[config.mk]
export PLATFORM = sky130hd
export DESIGN_NAME = pe_os_drain
export DESIGN_NICKNAME = d
export VERILOG_FILES = /design/src/rtl/pe_os_drain.sv
export SDC_FILE = /design/constraint.sdc
export NUM_CORES = 1
export LEC_CHECK = 0
export ABC_AREA = 1
export CELL_PAD_IN_SITES_DETAIL_PLACEMENT = 1
export CELL_PAD_IN_SITES_GLOBAL_PLACEMENT = 1
export CORE_MARGIN = 8
export CORE_UTILIZATION = 39
export DETAILED_ROUTE_END_ITERATION = 12
export PLACE_DENSITY_LB_ADDON = 0.1
export SETUP_SLACK_MARGIN = 0.1
export SLEW_MARGIN = 20
export SYNTH_ARGS = -nofsm -noshare
export SYNTH_HDL_FRONTEND = slang
export SYNTH_SLANG_ARGS = --single-unit
[constraint.sdc]
create_clock -name clk_i -period 7.9 [get_ports clk_i]
set_input_delay 1.58 -clock clk_i [delete_from_list [all_inputs] [get_ports clk_i]]
set_output_delay 1.58 -clock clk_i [all_outputs]
set_load 0.02 [all_outputs]
[src/rtl/pe_os_drain.sv]
// pe_os_drain: result-collection end of an output-stationary PE row.
// Holds the row's clear line while idle, releases it for accumulation,
// snapshots every PE result a fixed skew after the last operand beat and
// streams the snapshot out one word per valid/ready handshake.
module pe_os_drain #(
  parameter int NUM_PE         = 4,
  parameter int DATA_WIDTH_OUT = 32,
  parameter int DRAIN_LAT      = 4,
  parameter int IDX_W          = (NUM_PE > 1) ? $clog2(NUM_PE) : 1
) (
  input  logic                             clk_i,
  input  logic                             rst_i,
  input  logic                             start_i,
  input  logic                             done_i,
  input  logic [NUM_PE*DATA_WIDTH_OUT-1:0] mac_res_i,
  output logic                             clear_o,
  output logic                             res_valid_o,
  input  logic                             res_ready_i,
  output logic [DATA_WIDTH_OUT-1:0]        res_data_o,
  output logic [IDX_W-1:0]                 res_idx_o,
  output logic                             res_last_o,
  output logic                             busy_o,
  output logic                             drop_o
);

  typedef enum logic [1:0] {
    IDLE   = 2'd0,
    ACC    = 2'd1,
    WAIT   = 2'd2,
    STREAM = 2'd3
  } state_t;

  localparam logic [IDX_W-1:0] LAST_IDX = IDX_W'(NUM_PE - 1);
  // Counter preload; the capture itself takes the final edge, hence the -1.
  localparam logic [7:0]       LAT_M1   = (DRAIN_LAT > 0) ? 8'(DRAIN_LAT - 1) : 8'd0;
  localparam bit               ZERO_LAT = (DRAIN_LAT == 0);

  state_t                    state_q;
  logic [7:0]                cnt_q;
  logic                      clear_q;
  logic                      valid_q;
  logic                      last_q;
  logic                      drop_q;
  logic [DATA_WIDTH_OUT-1:0] data_q;
  logic [IDX_W-1:0]          idx_q;

  logic [DATA_WIDTH_OUT-1:0] pe_res   [NUM_PE];
  logic [DATA_WIDTH_OUT-1:0] shadow_q [NUM_PE];

  logic                      capture;
  logic                      handshake;
  logic [IDX_W-1:0]          idx_d;

  // Unpack the flat PE result bus into one word per PE.
  for (genvar gi = 0; gi < NUM_PE; gi++) begin : g_unpack
    assign pe_res[gi] = mac_res_i[gi*DATA_WIDTH_OUT +: DATA_WIDTH_OUT];
  end

  // Snapshot strobe: either straight from done_i (zero skew) or at the end of WAIT.
  always_comb begin
    capture   = 1'b0;
    handshake = valid_q & res_ready_i;
    idx_d     = idx_q + IDX_W'(1);
    if ((state_q == ACC) && done_i && ZERO_LAT) begin
      capture = 1'b1;
    end
    if ((state_q == WAIT) && (cnt_q == 8'd0)) begin
      capture = 1'b1;
    end
  end

  // Shadow registers: loaded only on capture, so later PE activity cannot leak into the stream.
  always_ff @(posedge clk_i or posedge rst_i) begin
    if (rst_i) begin
      for (int k = 0; k < NUM_PE; k++) begin
        shadow_q[k] <= '0;
      end
    end else if (capture) begin
      for (int k = 0; k < NUM_PE; k++) begin
        shadow_q[k] <= pe_res[k];
      end
    end
  end

  // Control FSM with registered clear, stream outputs and drop indication.
  always_ff @(posedge clk_i or posedge rst_i) begin
    if (rst_i) begin
      state_q <= IDLE;
      cnt_q   <= 8'd0;
      clear_q <= 1'b1;
      valid_q <= 1'b0;
      last_q  <= 1'b0;
      drop_q  <= 1'b0;
      data_q  <= '0;
      idx_q   <= '0;
    end else begin
      drop_q <= 1'b0;

      // Shared capture action: word 0 goes out on the same edge the snapshot is taken.
      if (capture) begin
        clear_q <= 1'b1;
        state_q <= STREAM;
        valid_q <= 1'b1;
        idx_q   <= '0;
        data_q  <= pe_res[0];
        last_q  <= (NUM_PE == 1);
      end

      case (state_q)
        IDLE: begin
          if (start_i) begin
            state_q <= ACC;
            clear_q <= 1'b0;
          end
          if (done_i) begin
            drop_q <= 1'b1;
          end
        end

        ACC: begin
          if (done_i && !ZERO_LAT) begin
            state_q <= WAIT;
            cnt_q   <= LAT_M1;
          end
          if (start_i) begin
            drop_q <= 1'b1;
          end
        end

        WAIT: begin
          if (cnt_q != 8'd0) begin
            cnt_q <= cnt_q - 8'd1;
          end
          if (start_i || done_i) begin
            drop_q <= 1'b1;
          end
        end

        STREAM: begin
          if (handshake) begin
            if (last_q) begin
              valid_q <= 1'b0;
              last_q  <= 1'b0;
              state_q <= IDLE;
            end else begin
              idx_q  <= idx_d;
              data_q <= shadow_q[idx_d];
              last_q <= (idx_d == LAST_IDX);
            end
          end
          if (start_i || done_i) begin
            drop_q <= 1'b1;
          end
        end

        default: begin
          state_q <= IDLE;
        end
      endcase
    end
  end

  assign clear_o     = clear_q;
  assign res_valid_o = valid_q;
  assign res_data_o  = data_q;
  assign res_idx_o   = idx_q;
  assign res_last_o  = last_q;
  assign drop_o      = drop_q;
  assign busy_o      = (state_q != IDLE);

endmodule

==> results.py, run 1 <==
metrics = {
    "placement": {
        "post_dp_cell_area_sq_um": 10350,
        "dp_hpwl_um": 16120,
        "io_buffers": 171,
        "gp_congestion": 0.7390,
        "dp_slack_ns": 4.103,
    },
    "critical_path": {
        "crit_required_ns": 6.32,
        "crit_arrival_ns": 2.17,
        "criticalPathCategory": "reg2out",
        "cp-end-kind": "primary output",
        "worstSetupStartpointType": "register",
        "crit_fanout": 69,
    },
    "routing": {
        "drt-initial-drc-count": 456,
        "ant_nets": 0,
        "firstDrtPassIters": 6,
        "post_drt_wl_per_cell_um": 17.38,
        "routed_wirelength_um": 24490,
        "vias": 7038,
        "drc": 0,
        "vias_per_cell": 4.995,
    },
    "logic_synthesis": {
        "yosys-top-cells-area": "dfrtp_1 (51%), nand2_1 (10%), o211ai_1 (5.2%)",
        "synth.top_cell.area_share_pct": 50.54,
        "syn_inst": 986,
        "yosysWarnings": 0,
        "synth_most_common_cell": "nand2_1",
        "synth_area_sq_um": 8665,
        "yosys.cell_types.count": 27,
        "synth_fp_nets": 1122,
        "synth_seq_area_share_pct": 50.84,
        "yosys.area.top_type": "dfrtp_1",
        "ys_ff_latch": 176,
        "synthFlopType": "dfrtp_1",
        "syn_area_per_cell_sq_um": 8.788,
        "synth_edf_count": 0,
        "synthArstFlopShare_pct": 100.0,
        "synth_commonest_cells": "nand2_1 (236), dfrtp_1 (175), inv_1 (116)",
    },
    "power": {
        "power.leakage_nw": 5.154,
        "vdd_drop_max_mv": 0.1702,
        "powerDensity_nw_per_um2": 410.3,
    },
    "timing": {
        "rsz0062_at_grt": "no",
        "clock_skew_ns": 0.01016,
        "final_max_slew_viol_count": 0,
        "min_period_over_period_pct": 47.43,
        "period_needed_ns": 3.747,
        "worst_pin_slew_ns": 0.8960,
        "slew_headroom_pct": 40.06,
        "setup_ws_ns": 4.153,
        "hold_ws_ns": 0.4730,
        "hold_violations": 0,
        "setup_viol": 0,
        "max_freq_ghz": 0.2669,
        "setup_tns_ns": 0,
    },
    "finish": {
        "syn_to_final_growth_pct": 26.21,
        "seq_area_sq_um": 4407,
        "final_util_pct": 50.11,
        "diodes": 0,
        "drive_above_1_share_pct": 11.78,
        "multi_input_area_sq_um": 3364,
        "finish.instance_area_sq_um": 10940,
        "fin_nets": 1254,
        "fill_cells": 2564,
    },
    "clock_network": {
        "cts_resized": 0,
        "clk_pin_slew_ns": 0.06,
        "cts_tree": "done",
        "cts_buffer_depth": 2,
        "root_buffer": "clkbuf_16",
        "postCtsHoldBufs": 0,
        "cts-buffers-inserted": 17,
        "clkSinkCount": 176,
        "clock_latency_ns": 0.43,
        "htreeDepth": 4,
        "cts_setup_buffers": 0,
    },
    "floorplan": {
        "dieArea_sq_um": 27240,
        "fp-row-count": 54,
        "dieHeight_um": 165.1,
        "start_util_pct": 39.70,
        "fp.dieW_um": 165.1,
        "ios": 172,
        "core_area_sq_um": 21820,
    },
    "global_route": {
        "antenna_found_initial": 0,
        "grt_overflow_total": 0,
        "grt_max_degree": 122,
        "grtUsageTotal_pct": 18.78,
        "grt_pass1_vias": 7588,
        "grt_pass1_wl_um": 40460,
    },
    "hold_path": {
        "hold_path_class": "reg2reg",
    },
    "flow_run": {
        "cap_violations": 0,
    },
    "status": {
        "status": "complete, no violations",
    },
}
==> metal layers <==
metal | wire length (um) | vias up | part of all wire, % | GRT usage [%]
li1 | - | 3465 | - | -
met1 | 11890 | 3425 | 49 | 26.10
met4 | 267 | 0 | 1.1 | 4.873
met2 | 11320 | 127 | 46 | 29.57
met5 | 0 | - | 0 | 0
met3 | 1011 | 21 | 4.1 | 3.594
==> stage by stage <==
stage / power [mW] / cells
2_1_floorplan: 3.037 / 986
3_3_place_gp: 3.621 / 1379
3_5_place_dp: 3.685 / 1379
4_1_cts: 4.555 / 1409
5_1_grt: 4.869 / 1409
6_report: 4.487 / 1409
==> final cells by class <==
| cell class | instances | area share (%) |
|---|---|---|
| multi-input combinational | 624 | 30.77 |
| timing repair buffer | 180 | 16.30 |
| clock inverter | 12 | 1.259 |
| inverter | 119 | 4.153 |
| tap | 280 | 3.204 |
| sequential | 176 | 40.30 |
| clock buffer | 18 | 4.016 |
==> cells in the final DEF, fill, tap and decap left out, types with 2 or more instances in the layout <==
master,count
a22o_1,2
nand2_1,235
ha_1,2
inv_1,115
clkinv_2,2
nand3_1,75
nor2_2,2
nor2_1,86
clkbuf_16,17
xor2_1,2
nor3_1,4
a21oi_1,25
o211ai_1,60
bufinv_16,2
inv_2,3
buf_4,8
inv_8,2
nor2_4,3
dfrtp_1,174
o211ai_2,30
o21ai_0,28
a21oi_2,49
clkdlybuf4s50_1,171
nand2_2,2
clkinvlp_4,4
o21ai_1,15
clkinv_4,2
==> flip-flops by register name, indices dropped and copies added (netlist names) <==
register / count
clear_o: 1
cnt_q: 8
drop_o: 1
res_data_o: 32
res_idx_o: 2
res_last_o: 1
res_valid_o: 1
shadow_q: 128
state_q: 2
==> power breakdown <==
group | leakage [nW] | total [mW] | internal, mW | switching (mW)
sequential | 2.08 | 1.57 | 1.35 | 0.219
combinational | 2.80 | 2.08 | 0.807 | 1.27
clock | 0.272 | 0.838 | 0.473 | 0.365
total | 5.15 | 4.49 | 2.63 | 1.85
==> worst max-delay path, cell delays in order, from the launching register on <==
cell             delay (ns)
dfrtp_2                0.36
buf_4                  0.59
clkdlybuf4s50_1        0.78
==> path summary, 6_finish.rpt <==
check	startpoint	to	slack, ns	depth (start not counted)
max	res_idx_o[0]	res_idx_o[0]	4.15	2
min	shadow_q[22]	shadow_q[22]	0.47	2
max reg2reg	res_idx_o[0]	res_data_o[26]	4.40	9
min reg2reg	shadow_q[22]	shadow_q[22]	0.47	2
min in group asynchronous	rst_i	shadow_q[30]	1.67	2
max in group asynchronous	rst_i	shadow_q[49]	4.84	3
==> logic make-up (layout without fill, tap and decap cells) <==
family	Yosys count	count (layout)	share of synthesized area, %
compound gates	210	210	18.71
fa+ha+maj	3	3	0.4333
xor+xnor	2	2	0.2022
flops	176	176	50.84
buf+inv	186	329	10.48
simple gates	409	409	19.32
Power figures use the tool's default switching activity.
==> run 2: changes to the inputs <==
CORE_UTILIZATION = 35   (was 39)
clock period = 3.3 ns   (was 7.9 ns; I/O delays follow)
==> results.py, run 2 (synthesized netlist as in run 1, its figures left out) <==
metrics = {
    "finish": {
        "largest_reg_flops": 128,
        "regMostFlops": "shadow_q",
        "multi_input_area_sq_um": 3364,
        "syn_to_final_growth_pct": 29.01,
        "fill_cells": 2839,
        "fin_nets": 1266,
        "drive_above_1_share_pct": 12.77,
        "seq_area_sq_um": 4407,
        "final_common_cell": "nand2_1",
        "final_cell_mix": "nand2_1 (235), dfrtp_1 (174), clkdlybuf4s50_1 (171)",
    },
    "floorplan": {
        "dieHeight_um": 173.3,
        "fp.dieW_um": 173.3,
        "ios": 172,
        "dieArea_sq_um": 30050,
        "fp-row-count": 57,
        "start_util_pct": 35.63,
        "core_area_sq_um": 24320,
    },
    "clock_network": {
        "clk_pin_slew_ns": 0.07,
        "cts_setup_buffers": 0,
        "postCtsHoldBufs": 0,
        "htreeDepth": 4,
        "root_buffer": "clkbuf_16",
        "cts-buffers-inserted": 17,
        "cts_buffer_depth": 2,
        "cts_resized": 0,
        "clock_latency_ns": 0.43,
        "cts_tree": "done",
        "clkSinkCount": 176,
    },
    "routing": {
        "firstDrtPassIters": 4,
        "ant_nets": 0,
        "drt-initial-drc-count": 350,
        "wl_met1_um": 12110,
        "drc": 0,
        "dr_wl_met2_um": 11690,
        "wl_met3_um": 1037,
        "top_layer_used": "met5",
        "vias_per_cell": 4.768,
        "routed_wirelength_um": 25150,
        "post_drt_wl_per_cell_um": 17.13,
        "vias": 7000,
    },
    "critical_path": {
        "criticalPathCategory": "reg2out",
        "cp_slowest_cell": "clkdlybuf4s50_1",
        "cpPeakStageDelay_ns": 0.55,
        "worstSetupStartpointType": "register",
        "crit_fanout": 5,
        "crit_arrival_ns": 1.74,
        "cp-end-kind": "primary output",
        "crit_required_ns": 2.64,
        "r2r_slack_ns": 1.10,
        "cp_cell_sequence": "nor2_1, inv_1, clkdlybuf4s50_1",
    },
    "timing": {
        "final_max_slew_viol_count": 0,
        "worst_pin_slew_ns": 0.7394,
        "period_needed_ns": 2.405,
        "hold_violations": 0,
        "setup_viol": 0,
        "min_period_over_period_pct": 72.88,
        "rsz0062_at_grt": "no",
        "setup_ws_ns": 0.8951,
        "slew_headroom_pct": 50.52,
        "max_freq_ghz": 0.4158,
        "clock_skew_ns": 0.01146,
        "setup_tns_ns": 0,
    },
    "global_route": {
        "grtUsageTotal_pct": 16.93,
        "grt_overflow_total": 0,
        "antenna_found_initial": 2,
        "grt_max_degree": 98,
        "grt_pass1_vias": 7624,
        "grt_pass1_wl_um": 41230,
    },
    "placement": {
        "gp_congestion": 0.7579,
        "dp_slack_ns": 0.8208,
        "dp_hpwl_um": 17560,
        "io_buffers": 171,
    },
    "power": {
        "sw_frac_of_total_pct": 41.20,
        "vdd_drop_max_mv": 0.4381,
        "power.total_mw": 10.94,
        "power.leakage_nw": 5.249,
        "p_sw_mw": 4.509,
        "internal_power_mw": 6.436,
        "clock_power_share_pct": 19.6,
        "combPwrFrac_pct": 45.9,
        "seqPwrFrac_pct": 34.5,
        "powerDensity_nw_per_um2": 979.1,
    },
    "status": {
        "status": "complete, no violations",
    },
    "hold_path": {
        "hold_path_class": "reg2reg",
    },
    "flow_run": {
        "cap_violations": 0,
    },
}
## run 2: cell count changes in the layout (fill, tap and decap cells not counted)
| cell | delta |
|---|---|
| buf_12 | +5 |
| clkinv_4 | +1 |
| bufinv_16 | +1 |
| clkinv_2 | -2 |
| buf_6 | -1 |
| clkbuf_1 | +1 |
| inv_8 | -2 |
| inv_6 | +3 |
| diode_2 | +1 |
| buf_4 | +8 |
## run 2: critical path: cells and delay by family (launching register included)
kind,cells,cell delay (ns)
AND/OR/NAND/NOR,1,0.24
buffers and inverters,2,0.64
flip-flops,1,0.45
## run 2: power groups by stage
stage	sequential, mW	combinational, mW	clock, mW
after floorplan	3.92	3.35	0
after global placement	3.80	4.99	0
after detailed placement	3.82	5.11	0
after CTS	3.79	5.13	2.20
after global routing	3.90	5.70	2.26
final	3.78	5.02	2.14
## run 2: final cells by class
| cell class | count | share of cell area, % |
|---|---|---|
| flip-flops and latches | 176 | 39.42 |
| multi-input cells | 624 | 30.10 |
| repair buffers | 192 | 17.28 |
| inverters | 119 | 4.030 |
| clock buffers | 19 | 3.962 |
| well taps | 324 | 3.627 |
| clock inverters | 13 | 1.556 |
| diodes | 1 | 0.02239 |
## run 2: stage by stage
| stage | instances | instance area [sq um] | hold WS (ns) | utilization [%] |
|---|---|---|---|---|
| CTS | 1467 | 11180 | 0.4733 | 45.95 |
| global route | 1468 | 11180 | 0.5031 | 45.96 |
| finish | 1468 | 11180 | 0.4727 | 45.96 |
| detailed placement | 1435 | 10560 | 0.4555 | 43.42 |
| global placement | 1435 | 10560 | 0.4510 | 43.42 |
| floorplan | 986 | 8668 | 0.4366 | - |
## run 2: per-layer routing
layer,track usage (%),vias up
met1,22.32,3372
li1,-,3482
met5,0,-
met4,4.132,2
met2,27.79,125
met3,3.768,19
## run 2: worst paths after layout
path / from / endpoint / cells after the start
setup reg to reg: cnt_q[0] / cnt_q[5] / 8
setup / recovery: state_q[0] / busy_o / 3
hold reg to reg: shadow_q[94] / shadow_q[94] / 2
hold / removal: shadow_q[94] / shadow_q[94] / 2
min in group asynchronous: rst_i / shadow_q[30] / 2
max in group asynchronous: rst_i / shadow_q[124] / 3
